===== src/rtl/simon_pkg.sv =====
// simon_pkg
// Shared constants and helpers for the SIMON64/128 inverse key schedule.
//   WORD     : round-key word width (32 only)
//   ROUNDS   : number of round keys (44 only)
//   C_CONST  : ~3, the constant folded into every key-expansion step
//   Z3       : z3 sequence, index 0 is the leftmost character
//   ror()    : rotate right
//   z3_bit() : z3 bit at position (j mod 62)
package simon_pkg;

    localparam int WORD   = 32;
    localparam int ROUNDS = 44;

    localparam logic [0:WORD-1] C_CONST = 32'hFFFF_FFFC;

    localparam logic [0:61] Z3 =
        62'b11011011101011000110010111100000010010001010011100110100001111;

    function automatic logic [0:WORD-1] ror(input logic [0:WORD-1] x, input int unsigned r);
        return (x >> r) | (x << (WORD - r));
    endfunction

    function automatic logic z3_bit(input logic [5:0] j);
        logic [5:0] m;
        m = (j >= 6'd62) ? j - 6'd62 : j;
        return Z3[m];
    endfunction

endpackage


===== src/rtl/simon_key_step_inv.sv =====
// simon_key_step_inv
// One inverted SIMON64/128 key-expansion step (purely combinational).
// With a3=k[j+4], a2=k[j+3], a0=k[j+1] and z=z3[j mod 62] it recovers k[j].
//   a3, a2, a0 : window words (bit 0 = MSB)
//   z          : z3 sequence bit for index j
//   kj         : reconstructed round key k[j]
module simon_key_step_inv
    import simon_pkg::*;
(
    input  logic [0:WORD-1] a3,
    input  logic [0:WORD-1] a2,
    input  logic [0:WORD-1] a0,
    input  logic            z,
    output logic [0:WORD-1] kj
);

    logic [0:WORD-1] t;
    logic [0:WORD-1] y;

    always_comb begin
        t  = ror(a2, 3) ^ a0;
        y  = t ^ ror(t, 1);
        // z only touches the LSB, which is bit WORD-1 in this big-endian numbering
        kj = a3 ^ C_CONST ^ y ^ {{(WORD-1){1'b0}}, z};
    end

endmodule


===== src/rtl/simon_key_unroller.sv =====
// simon_key_unroller
// Streams the 44 SIMON64/128 round keys in descending order (k43 .. k0),
// starting from the last four keys and undoing the key expansion one step
// per accepted beat.
//   clk, rst_n             : clock, synchronous active-low reset
//   load_valid/load_ready  : load handshake, key_in = {k43,k42,k41,k40}
//   rk_valid/rk_ready      : round-key stream handshake
//   rk, rk_idx, rk_last    : round key (bit 0 = MSB), its index, last flag
//   busy                   : stream in progress
//
// state     | meaning
// ST_IDLE   | waiting for a load, load_ready=1, rk_valid=0
// ST_STREAM | presenting rk, one key per accepted beat, busy=1
module simon_key_unroller
    import simon_pkg::*;
(
    input  logic              clk,
    input  logic              rst_n,
    input  logic              load_valid,
    output logic              load_ready,
    input  logic [0:4*WORD-1] key_in,
    output logic              rk_valid,
    input  logic              rk_ready,
    output logic [0:WORD-1]   rk,
    output logic [5:0]        rk_idx,
    output logic              rk_last,
    output logic              busy
);

    typedef enum logic {ST_IDLE, ST_STREAM} state_t;

    state_t          state;
    state_t          state_next;
    logic [0:WORD-1] a0, a1, a2, a3;
    logic [5:0]      idx;
    logic            fire_load;
    logic            fire_beat;
    logic            z_bit;
    logic [0:WORD-1] k_prev;

    assign fire_load = load_valid && (state == ST_IDLE);
    assign fire_beat = rk_ready && (state == ST_STREAM);
    assign z_bit     = z3_bit(idx - 6'd1);

    simon_key_step_inv u_step (
        .a3 (a3),
        .a2 (a2),
        .a0 (a0),
        .z  (z_bit),
        .kj (k_prev)
    );

    always_ff @(posedge clk) begin
        if (!rst_n) state <= ST_IDLE;
        else        state <= state_next;
    end

    always_comb begin
        state_next = state;
        load_ready = 1'b0;
        rk_valid   = 1'b0;
        busy       = 1'b0;
        case (state)
            ST_IDLE: begin
                load_ready = 1'b1;
                if (load_valid) state_next = ST_STREAM;
            end
            ST_STREAM: begin
                rk_valid = 1'b1;
                busy     = 1'b1;
                if (rk_ready && idx == 6'd0) state_next = ST_IDLE;
            end
            default: state_next = ST_IDLE;
        endcase
    end

    // idx doubles as the down-counter sequencing the stream; the first three
    // beats only replay loaded words, after that the window slides back.
    always_ff @(posedge clk) begin
        if (!rst_n) begin
            a0  <= '0;
            a1  <= '0;
            a2  <= '0;
            a3  <= '0;
            rk  <= '0;
            idx <= '0;
        end else if (fire_load) begin
            a3  <= key_in[0:WORD-1];
            a2  <= key_in[WORD:2*WORD-1];
            a1  <= key_in[2*WORD:3*WORD-1];
            a0  <= key_in[3*WORD:4*WORD-1];
            rk  <= key_in[0:WORD-1];
            idx <= 6'(ROUNDS - 1);
        end else if (fire_beat && idx != 6'd0) begin
            idx <= idx - 6'd1;
            case (idx)
                6'd43:   rk <= a2;
                6'd42:   rk <= a1;
                6'd41:   rk <= a0;
                default: begin
                    rk <= k_prev;
                    a3 <= a2;
                    a2 <= a1;
                    a1 <= a0;
                    a0 <= k_prev;
                end
            endcase
        end
    end

    assign rk_idx  = idx;
    assign rk_last = rk_valid && (idx == 6'd0);

endmodule

===== config.mk =====
export PLATFORM = sky130hd
export DESIGN_NAME = simon_key_unroller
export DESIGN_NICKNAME = d
export VERILOG_FILES = /design/src/rtl/simon_pkg.sv /design/src/rtl/simon_key_step_inv.sv /design/src/rtl/simon_key_unroller.sv
export SDC_FILE = /design/constraint.sdc
export NUM_CORES = 1
export LEC_CHECK = 0
export BUFFER_PORTS_ARGS = -buffer_cell sky130_fd_sc_hd__clkbuf_2
export CELL_PAD_IN_SITES_DETAIL_PLACEMENT = 0
export CELL_PAD_IN_SITES_GLOBAL_PLACEMENT = 1
export CORE_MARGIN = 2
export CORE_UTILIZATION = 38
export CTS_BUF_LIST = sky130_fd_sc_hd__clkbuf_8 sky130_fd_sc_hd__clkbuf_16
export DETAILED_ROUTE_END_ITERATION = 7
export PLACE_DENSITY_LB_ADDON = 0.1
export SYNTH_ARGS = -nofsm -noshare
export SYNTH_HDL_FRONTEND = slang
export SYNTH_HIERARCHICAL = 1
export SYNTH_SLANG_ARGS = --single-unit

===== constraint.sdc =====
create_clock -name clk -period 3.7 [get_ports clk]
set_input_delay 0.925 -clock clk [delete_from_list [all_inputs] [get_ports clk]]
set_output_delay 0.925 -clock clk [all_outputs]
set_load 0.05 [all_outputs]

# [Word-level counts from Yosys, hierarchy flattened]
# Memories as Yosys holds them, arrays and structs flattened.
# Cells that the tools add are included.
[classes] add_sub_neg=2 n_eq_ne=4 n_bitwise=10 reduce_logical=11 order_cmp=2 mux=25
[ops] op="$mux 32" count=14
[ops] op="$pmux 32 s3" count=1
[ops] op="$xor 32x32->32" count=3
[ops] op="$or 29x32->32" count=1
[ops] op="$or 31x32->32" count=1
[ops] op="$xor 32x1->32" count=1
[ops] op="$not 30->30" count=1
[ops] op="$eq 6x6->1 const B" count=3
[ops] op="$mux 6" count=3
[ops] op="$ge 7x7->1 const B" count=1
[ops] op="$not 6->7" count=1
[ops] op="$ge 6x6->1 const B" count=1
[ops] op="$logic_not 6->1" count=1
[ops] op="$mux 1" count=6
[ops] op="$reduce_bool 6->1" count=1
[ops] op="$sub 6x1->6 const B" count=1
[ops] op="$sub 6x6->6 const B" count=1
[ops] op="$logic_and 1x1->1" count=5
[ops] op="$reduce_or 3->1" count=1
[ops] op="$ne 2x1->1 const B" count=1
[ops] op="$not 1->1" count=2
[ops] op="$pmux 1 s2" count=1
[ops] op="$reduce_and 2->1" count=1
[ops] op="$reduce_bool 2->1" count=1
[ops] op="$reduce_or 2->1" count=1
[word_totals] memories=1 output_inout_bits=42 word_cells=63 register_bits=167 mem_bits_ro=64 inputBits=132
[mem_list] name="(name not given)" words=64 word_bits=1 rd=1 rd_ports_with_merged_regs=0 write_ports=0 line_no="simon_pkg.sv:26" text="return Z3[m];"

# [Logic depth before layout (Yosys ltp)]
# Gate-level depths: netlist (run 1).
[logic_depth] depth_word=11 mapped_depth=17 depth_no_buf=15

# [Cells and area by module]
# The synthesis (run 1) kept the hierarchy.
[by_module_without_submodules] mod="simon_key_unroller" n_inst=1 cells_each=1092 area_per_inst_um2=8404.3 seq_area_each_um2=3343.2
[by_module_without_submodules] mod="simon_key_step_inv" n_inst=1 cells_each=66 area_per_inst_um2=1124.8 seq_area_each_um2=0.0

# [Least setup slack after synthesis (run 1)]
# No wires, ideal clock.
[synth_path] kind="reg-to-reg" start="reg idx[0], in the netlist rk_idx[0]" end="reg a0[31] (netlist bit)" stages_incl_launch_ff=18 arrival_ns=3.939 period_less_slack_ns=4.055 n_path_buf=2 setup_ns=0.116 required_ns=3.584 setup_slack_ns=-0.355 cell_sequence="dfxtp_1 buf_6 inv_1 ha_1 clkbuf_1 inv_1 ha_1 inv_1 o211ai_1 a2111oi_0 a41oi_1 and4_4 o311a_1 xnor2_1 xnor3_1 nand2_1 nand3_1 o211a_1"
[synth_via] elab_chain_len=11 word_cells_on_any_way=21 classes_between="add/sub (2); order compare (1); eq/ne (4); mux (6); bitwise (2); reduce/logical (5); memory (1)"
[synth_lines] item="start, declared" line_no="simon_key_unroller.sv:35" text="logic [5:0] idx;"
[synth_lines] item="start signal, assigned" line_no="simon_key_unroller.sv:93" text="idx <= 6'(ROUNDS - 1);"
[synth_lines] item="start signal, assigned" line_no="simon_key_unroller.sv:95" text="idx <= idx - 6'd1;"
[synth_lines] item="$sub 6x1->6 (*)" line_no="simon_key_unroller.sv:43" text="assign z_bit = z3_bit(idx - 6'd1);"
[synth_lines] item="$sub 6x6->6 / $ge 6x6->1 (equally long branches)" line_no="simon_pkg.sv:25" text="m = (j >= 6'd62) ? j - 6'd62 : j;"
[synth_lines] item="$mux 6 (*)" line_no="simon_pkg.sv:25"
[synth_lines] item="$not 6->7 (not written as such) (*)" line_no="simon_pkg.sv:26"
[synth_lines] item="$mem_v2 64x1 (*)"
[synth_lines] item="$mux 1 (not written as such) (*) (2 in series)" line_no="simon_pkg.sv:26"
[synth_lines] item="via z_bit" line_no="simon_key_unroller.sv:38" text="logic z_bit;"
[synth_lines] item="$xor 32x1->32 (*)" line_no="simon_key_step_inv.sv:24" text="kj = a3 ^ C_CONST ^ y ^ {{(WORD-1){1'b0}}, z};"
[synth_lines] item="via k_prev (one bit)" line_no="simon_key_unroller.sv:39" text="logic [0:WORD-1] k_prev;"
[synth_lines] item="$mux 32 (*)" line_no="simon_key_unroller.sv:96" text="case (idx)"
[synth_lines] item="$mux 32 (*)" line_no="simon_key_unroller.sv:94" text="end else if (fire_beat && idx != 6'd0) begin"
[synth_lines] item="$mux 32 (*)" line_no="simon_key_unroller.sv:87" text="end else if (fire_load) begin"
[synth_lines] item="end signal, assigned" line_no="simon_key_unroller.sv:91" text="a0 <= key_in[3*WORD:4*WORD-1];"
[synth_lines] item="end signal, assigned" line_no="simon_key_unroller.sv:105" text="a0 <= k_prev;"
[synth_lines] item="end, declared" line_no="simon_key_unroller.sv:34" text="logic [0:WORD-1] a0, a1, a2, a3;"
# The timed path passes the listed nets; every way through them passes the cells marked *. The select of a mux whose other input is x is not followed.
# A chain may end at the register's enable or synchronous reset.

# [Worst setup path after layout (run 1)]
# Same ends and word-level chain as after synthesis.

==> results.md, run 1 <==
- Final Power: 5.84 mW
- Fin Hold WS: 0.481 ns
- Overflow after GRT: 0
- Hold Path Depth: 2
- Worst EP required: 4.03 ns
- End of the worst hold path: a3[5]
- Unique cell type count in the Yosys netlist: 50
- DR DRC count: 0
- Starting Density: 39.0%
- CP Class: reg -> reg
- Syn Area/Cell: 8.23 um2
- Power Dens Cells: 509 nW/um2
- Crit Reg-Reg Startpoint: rk_idx[0]
- CP Launch Type: register
- Crit Reg-Reg Endpoint: a0[31]
- Clock skew: 0.0140 ns
- Worst ir drop on vdd: 0.213 mV
- Port Buf Inserts: 173
- Routed via count: 8848
- ANT cells: 0
- Depth of the CTS H-tree: 4
- Critical Path Sink Type: register
- Drt initial violations: 619
- Slew @ Worst Pin: 0.898 ns
- Post-route ant nets: 0
- Post-Route WL: 30700 um
- Non-filler cells, final: 1624
- Inserted Clock Buffers: 17
- Hold Path Class: reg -> reg
- Gpl congestion: 0.796
- Final Hold Vio Count: 0
- Pre-CTS WS: 0.0682 ns
- #FFs+latches synth: 167
- Total I/O pin count: 174
- Detailed placer's ending HPWL: 20300 um
- Root buffer cell: clkbuf_16
- Sequential area share after synthesis: 35.1%
- Syn Inst Count: 1158
- Final instance area: 11500 um2
- Top FF cell, synth: dfxtp_1
- Worst slew margin: 40.2%
- Nets: 1425
- DIE HEIGHT: 162 um
- Vias in the first global route: 8327
- Util after Layout: 46.9%
- Layout area overhead: 20.4%
- Netlist Area Pre-Place: 9530 um2
- Cell Area, Placed: 10800 um2
- Max Slew Vio Count: 0
- Max Fclk: 278 MHz
- P_leak: 5.80 nW
- Hold_buf cts: 0
- Global-route wire length before repair: 47600 um
- First-pass DRT Iterations: 5
- Status: finished clean
- Skew-Pair Late Insertion Delay: 0.44 ns
- CTS tree: done
- Hold Startpoint: a3[5]
- Worst EP arrival: 3.93 ns
- Final Critical Period: 3.59 ns
- Synth warn: 6
- Final worst path period share: 97.1%
- Initial antenna violation count: 0
- Async SR Flop Fraction: 0%
- Die Wd: 162 um
- Crit-path max FO: 5
- Final setup fails: 0
- Reg2reg path depth: 14
- Placed cell count: 1588
- Share of cells above drive strength 1: 21.8%
- Maxcap violations: 0
- Longest Clk Path Bufs: 2
- Routed length per instance: 18.9 um
- Worst R2R Setup Slack: 0.11 ns
- Clk slew on worst S/H paths: 0.07 ns
- Setup TNS Final: 0 ns
- Total GRT Usage: 23.1%
- Full die area: 26400 um2
- Largest net degree at the start of global routing: 122
- DR vias/cell: 5.45
- Clock Sinks: 167
- Cell Rows: 57
- Number of enable flip-flop cells after synthesis: 0
- Final worst setup slack: 0.107 ns
- Synth Net Count: 1296
- Core Region: 24500 um2
- Crit path from: rk_idx[0]
-- how the worst max path moves through the flow --
stage | slack (ns) | endpoint
2_1_floorplan | 0.01 | a0[31]
3_3_place_gp | 0.12 | a0[31]
3_5_place_dp | 0.07 | a0[31]
4_1_cts | 0.07 | a0[31]
5_1_grt | -0.03 | a0[31]
6_report | 0.11 | a0[31]
-- cell type report --
cell class,count,area (um2)
clock buffers,19,453
inverters,7,26.3
repair buffers,216,1280
well taps,324,405
clock inverters,13,160
flip-flops and latches,167,3350
multi-input cells,878,5800
fillers,2483,13000
-- logic make-up after synthesis --
group                      count (synthesis)  synth area share (%)
adders and majority gates                  7                 0.893
DFF                                      167                  35.1
AOI/OAI and AO/OA                        291                  24.3
buffers and inverters                    113                  4.82
and+or+nand+nor                          507                  22.5
xor gates and xnor gates                  73                  12.4
-- state kept, by name (all words and copies together) (netlist names) --
name / cells
a0: 32
a1: 32
a2: 32
a3: 32
rk: 32
rk_idx: 6
state: 1
-- cell usage in the layout (no fill, tap or decap), drive strengths merged, types with 12 or more instances in the layout --
| master | instances |
|---|---|
| a21oi | 51 |
| a22oi | 32 |
| a311oi | 20 |
| a31oi | 34 |
| buf | 44 |
| clkbuf | 191 |
| dfxtp | 167 |
| inv | 12 |
| nand2 | 334 |
| nand3 | 122 |
| nor2 | 28 |
| o211a | 110 |
| o21ai | 25 |
| xnor3 | 31 |
| xor2 | 35 |
-- synth_stat cells, types with 2 or more instances --
library cell  count  share of area [%]
a21oi_1          51                2.7
a22oi_1          32                2.5
a311oi_1         20                1.8
a31oi_1          34                2.2
and2_1            4               0.26
buf_1             4               0.16
buf_2            10               0.53
buf_4             2               0.16
buf_6             2               0.24
clkbuf_1         88                3.5
dfxtp_1         167                 35
ha_1              6               0.79
inv_1             7               0.28
nand2_1         334                 13
nand3_1         122                6.4
nor2_1           28                1.1
nor3_1            2               0.11
nor3b_1           2               0.16
o211a_1         110                 12
o211ai_1          3               0.24
o21ai_0          25                1.3
o311a_1           4               0.42
or2_2             2               0.13
or3_1             5               0.33
xnor2_1           6               0.55
xnor3_1          31                7.3
xor2_1           21                1.9
xor2_2           14                2.4
-- per-layer routing --
metal | share of wire, % | wire [um] | track usage, % | up-vias
met4 | 1.2 | 356 | 5.71 | 0
met2 | 47 | 14300 | 37.2 | 225
li1 | - | - | - | 4361
met1 | 47 | 14600 | 32.3 | 4240
met5 | 0 | 0 | 0 | -
met3 | 4.8 | 1460 | 4.07 | 22
-- power by group --
part / internal (mW) / switching [mW] / total (mW)
clock network: 1.05 / 0.844 / 1.90
registers: 1.98 / 0.189 / 2.17
logic: 0.786 / 0.990 / 1.78
-- worst max-delay path: stages, from the launching register on --
cell      delay (ns)
dfxtp_4         0.34
inv_2           0.07
ha_4            0.14
or4b_4          0.48
a32oi_4         0.35
o211ai_4        0.16
o21a_4          0.26
or4_1           0.47
and4_4          0.19
o311a_4         0.33
xnor2_2         0.16
xnor3_1         0.24
nand2_1         0.08
nand3_1         0.08
o211a_1         0.15
-- timing repair --
action,4_1_cts,5_1_grt
buffers inserted,0,4
setup endpoints to repair,0,1
resized for setup,0,6
Power figures use the tool's default switching activity.
==> inputs of run 2 (changes only) <==
--- a/config.mk
+++ b/config.mk
@@ -9,7 +9,7 @@
 export CELL_PAD_IN_SITES_DETAIL_PLACEMENT = 0
 export CELL_PAD_IN_SITES_GLOBAL_PLACEMENT = 1
 export CORE_MARGIN = 2
-export CORE_UTILIZATION = 38
+export CORE_UTILIZATION = 42
 export CTS_BUF_LIST = sky130_fd_sc_hd__clkbuf_8 sky130_fd_sc_hd__clkbuf_16
 export DETAILED_ROUTE_END_ITERATION = 7
 export PLACE_DENSITY_LB_ADDON = 0.1
==> constraint.sdc (replaced) <==
create_clock -name clk -period 3.9 [get_ports clk]
set_input_delay 0.975 -clock clk [delete_from_list [all_inputs] [get_ports clk]]
set_output_delay 0.975 -clock clk [all_outputs]
set_load 0.05 [all_outputs]
==> run 2 against run 1 <==
  * Core utilization increased by 3.6 points
  * Sequential share of layout area increased by 0.37 points
  * Total power decreased by 6.6%
  * Fmax decreased by 3.4%
  * Via count decreased by 0.61%
  * Count of clock-buffer cells in the layout decreased by 2
  * Critical path depth unchanged
  * Register-to-register slack improved by 0.07 ns
  * Critical path type unchanged
  * Largest cell class unchanged
==> results.md, run 2 (same netlist as run 1, synthesis figures left out) <==
- Hold_buf cts: 0 (unchanged)
- Vias in the first global route: 8485 (+1.9%)
- Max Slew Vio Count: 0 (unchanged)
- Routed length per instance: 18.6 um (-1.5%)
- Largest net degree at the start of global routing: 80 (-34%)
- Initial antenna violation count: 1 (+1)
- Worst slew margin: 43.0% (+2.9 points)
- Global-route wire length before repair: 46900 um (-1.4%)
- Worst EP required: 4.22 ns (+0.19 ns)
- Depth of the CTS H-tree: 4 (unchanged)
- Root buffer cell: clkbuf_16
- Critical Path Sink Type: register
- CP max stage delay: 0.53 ns (+0.05 ns)
- Hold Path Class: reg -> reg
- Crit-path max FO: 5 (unchanged)
- Final Hold Vio Count: 0 (unchanged)
- Final setup fails: 0 (unchanged)
- WP buf/inv: 1 (unchanged)
- Port Buf Inserts: 173 (unchanged)
- CTS tree: done
- RSZ-0062 raised after global routing: no
- Power Dens Cells: 482 nW/um2 (-5.3%)
- Drt initial violations: 545 (-12%)
- Detailed placer's ending HPWL: 18900 um (-6.6%)
- Inserted Clock Buffers: 17 (unchanged)
- Max Fclk: 269 MHz (-3.4%)
- Placed cell count: 1548 (-2.5%)
- Commonest non-fill, non-tap cell in the layout: nand2_1
- Clock skew: 0.0119 ns (-0.00215 ns)
- Setup TNS Final: 0 ns (unchanged)
- Longest Clk Path Bufs: 2 (unchanged)
- Worst-path cell chain: inv_1 -> ha_2 -> or4b_4 -> a32oi_4 -> o211a_1 -> nor2_1 -> or4_1 -> and4_4 -> o311a_1 -> xnor2_1 -> xnor3_1 -> nand2_1 -> nand3_1 -> o211a_1
- Status: finished clean
- Final worst path period share: 95.4% (-1.7 points)
- CP Launch Type: register
- Clk slew on worst S/H paths: 0.07 ns (about the same)
- Post-route ant nets: 0 (unchanged)
- Skew-Pair Late Insertion Delay: 0.43 ns (about the same)
- DR vias/cell: 5.56 (+2.1%)
- Most used cell, CP: o211a_1
- Overflow after GRT: 0 (unchanged)
- Full die area: 23900 um2 (-9.3%)
- Clock Sinks: 167 (unchanged)
- Layout area overhead: 18.8%
- Cell Rows: 55 (-3.5%)
- Non-filler cells, final: 1581 (-2.6%)
- Maxcap violations: 0 (unchanged)
- Most frequent cells in the layout: 332 x nand2_1, 172 x clkbuf_2, 165 x dfxtp_1, 122 x nand3_1, 110 x o211a_1
- DIE HEIGHT: 155 um (-4.8%)
- Starting Density: 42.5% (+3.5 points)
- Core Region: 22400 um2 (-8.3%)
- Die Wd: 155 um (-4.8%)
- Routed via count: 8794 (-0.61%)
- CP top delay family: simple AND/OR/NAND/NOR gates
- Total GRT Usage: 24.7% (+1.6 points)
- Fin Hold WS: 0.481 ns (+0.000106 ns)
- Final Critical Period: 3.72 ns (+0.128 ns)
- Gpl congestion: 0.854 (+7.4%)
- Post-Route WL: 29500 um (-4.1%)
- First-pass DRT Iterations: 6 (+1)
- CP Class: reg -> reg
- Worst ir drop on vdd: 0.275 mV (+29%)
- DR DRC count: 0 (unchanged)
- Crit-path slowest cell: or4_1
- Share of cells above drive strength 1: 21.1% (-0.77 points)
- P_leak: 5.76 nW (-0.69%)
- Worst EP arrival: 4.04 ns (+0.11 ns)
- Total I/O pin count: 174 (unchanged)
- Nets: 1421 (-0.28%)
- Slew @ Worst Pin: 0.854 ns (-0.0433 ns)
run 2: per-layer routing:
layer | up-vias | wire length (um) | GRT usage, %
met1 | 4138 | 13600 | 34.1
met5 | - | 0 | 0
met3 | 21 | 1660 | 4.37
met4 | 0 | 221 | 4.59
met2 | 274 | 14000 | 41.0
li1 | 4361 | - | -
run 2: final cells by class:
cell class | count | area, um2
Clock inverter | 14 | 174
Antenna cell | 1 | 2.50
Sequential cell | 167 | 3350
Timing Repair Buffer | 212 | 1220
Inverter | 7 | 26.3
Multi-Input combinational cell | 878 | 5760
Clock buffer | 17 | 425
Fill cell | 2249 | 11100
Tap cell | 285 | 357
run 2: metrics by stage:
stage	setup slack (ns)	util [%]	power (mW)	cell area [um2]
2_1_floorplan	0.0410	-	3.29	9530
3_3_place_gp	0.200	47.7	3.71	10700
3_5_place_dp	0.0963	47.7	3.72	10700
4_1_cts	0.0641	50.4	5.49	11300
5_1_grt	0.00684	50.4	5.75	11300
6_report	0.179	50.4	5.46	11300
run 2: path summary, 6_finish.rpt:
path	startpoint	depth (start not counted)	slack, ns	endpoint
max reg2reg	rk_idx[1]	14	0.18	a0[31]
max	rk_idx[1]	14	0.18	a0[31]
min reg2reg	a3[7]	2	0.48	a3[7]
min	a3[7]	2	0.48	a3[7]
run 2: timing repair:
| item | 4_1_cts | 5_1_grt |
|---|---|---|
| gates resized for setup | 0 | 3 |
| endpoints found under the hold margin | 0 | 0 |
| buffers inserted | 0 | 1 |
| endpoints found under the setup margin | 0 | 2 |
run 2: worst min-delay path: cells and delay by family, from the launching register on:
family / cells / cell delay (ns)
DFF: 1 / 0.31
AOI/OAI and AO/OA: 1 / 0.07
and+or+nand+nor: 1 / 0.05
run 2: power by group:
| part | total [mW] | internal, mW | switching, mW |
|---|---|---|---|
| clock | 1.77 | 1.01 | 0.758 |
| combinational | 1.63 | 0.718 | 0.912 |
| sequential | 2.06 | 1.88 | 0.176 |
| total | 5.46 | 3.61 | 1.85 |
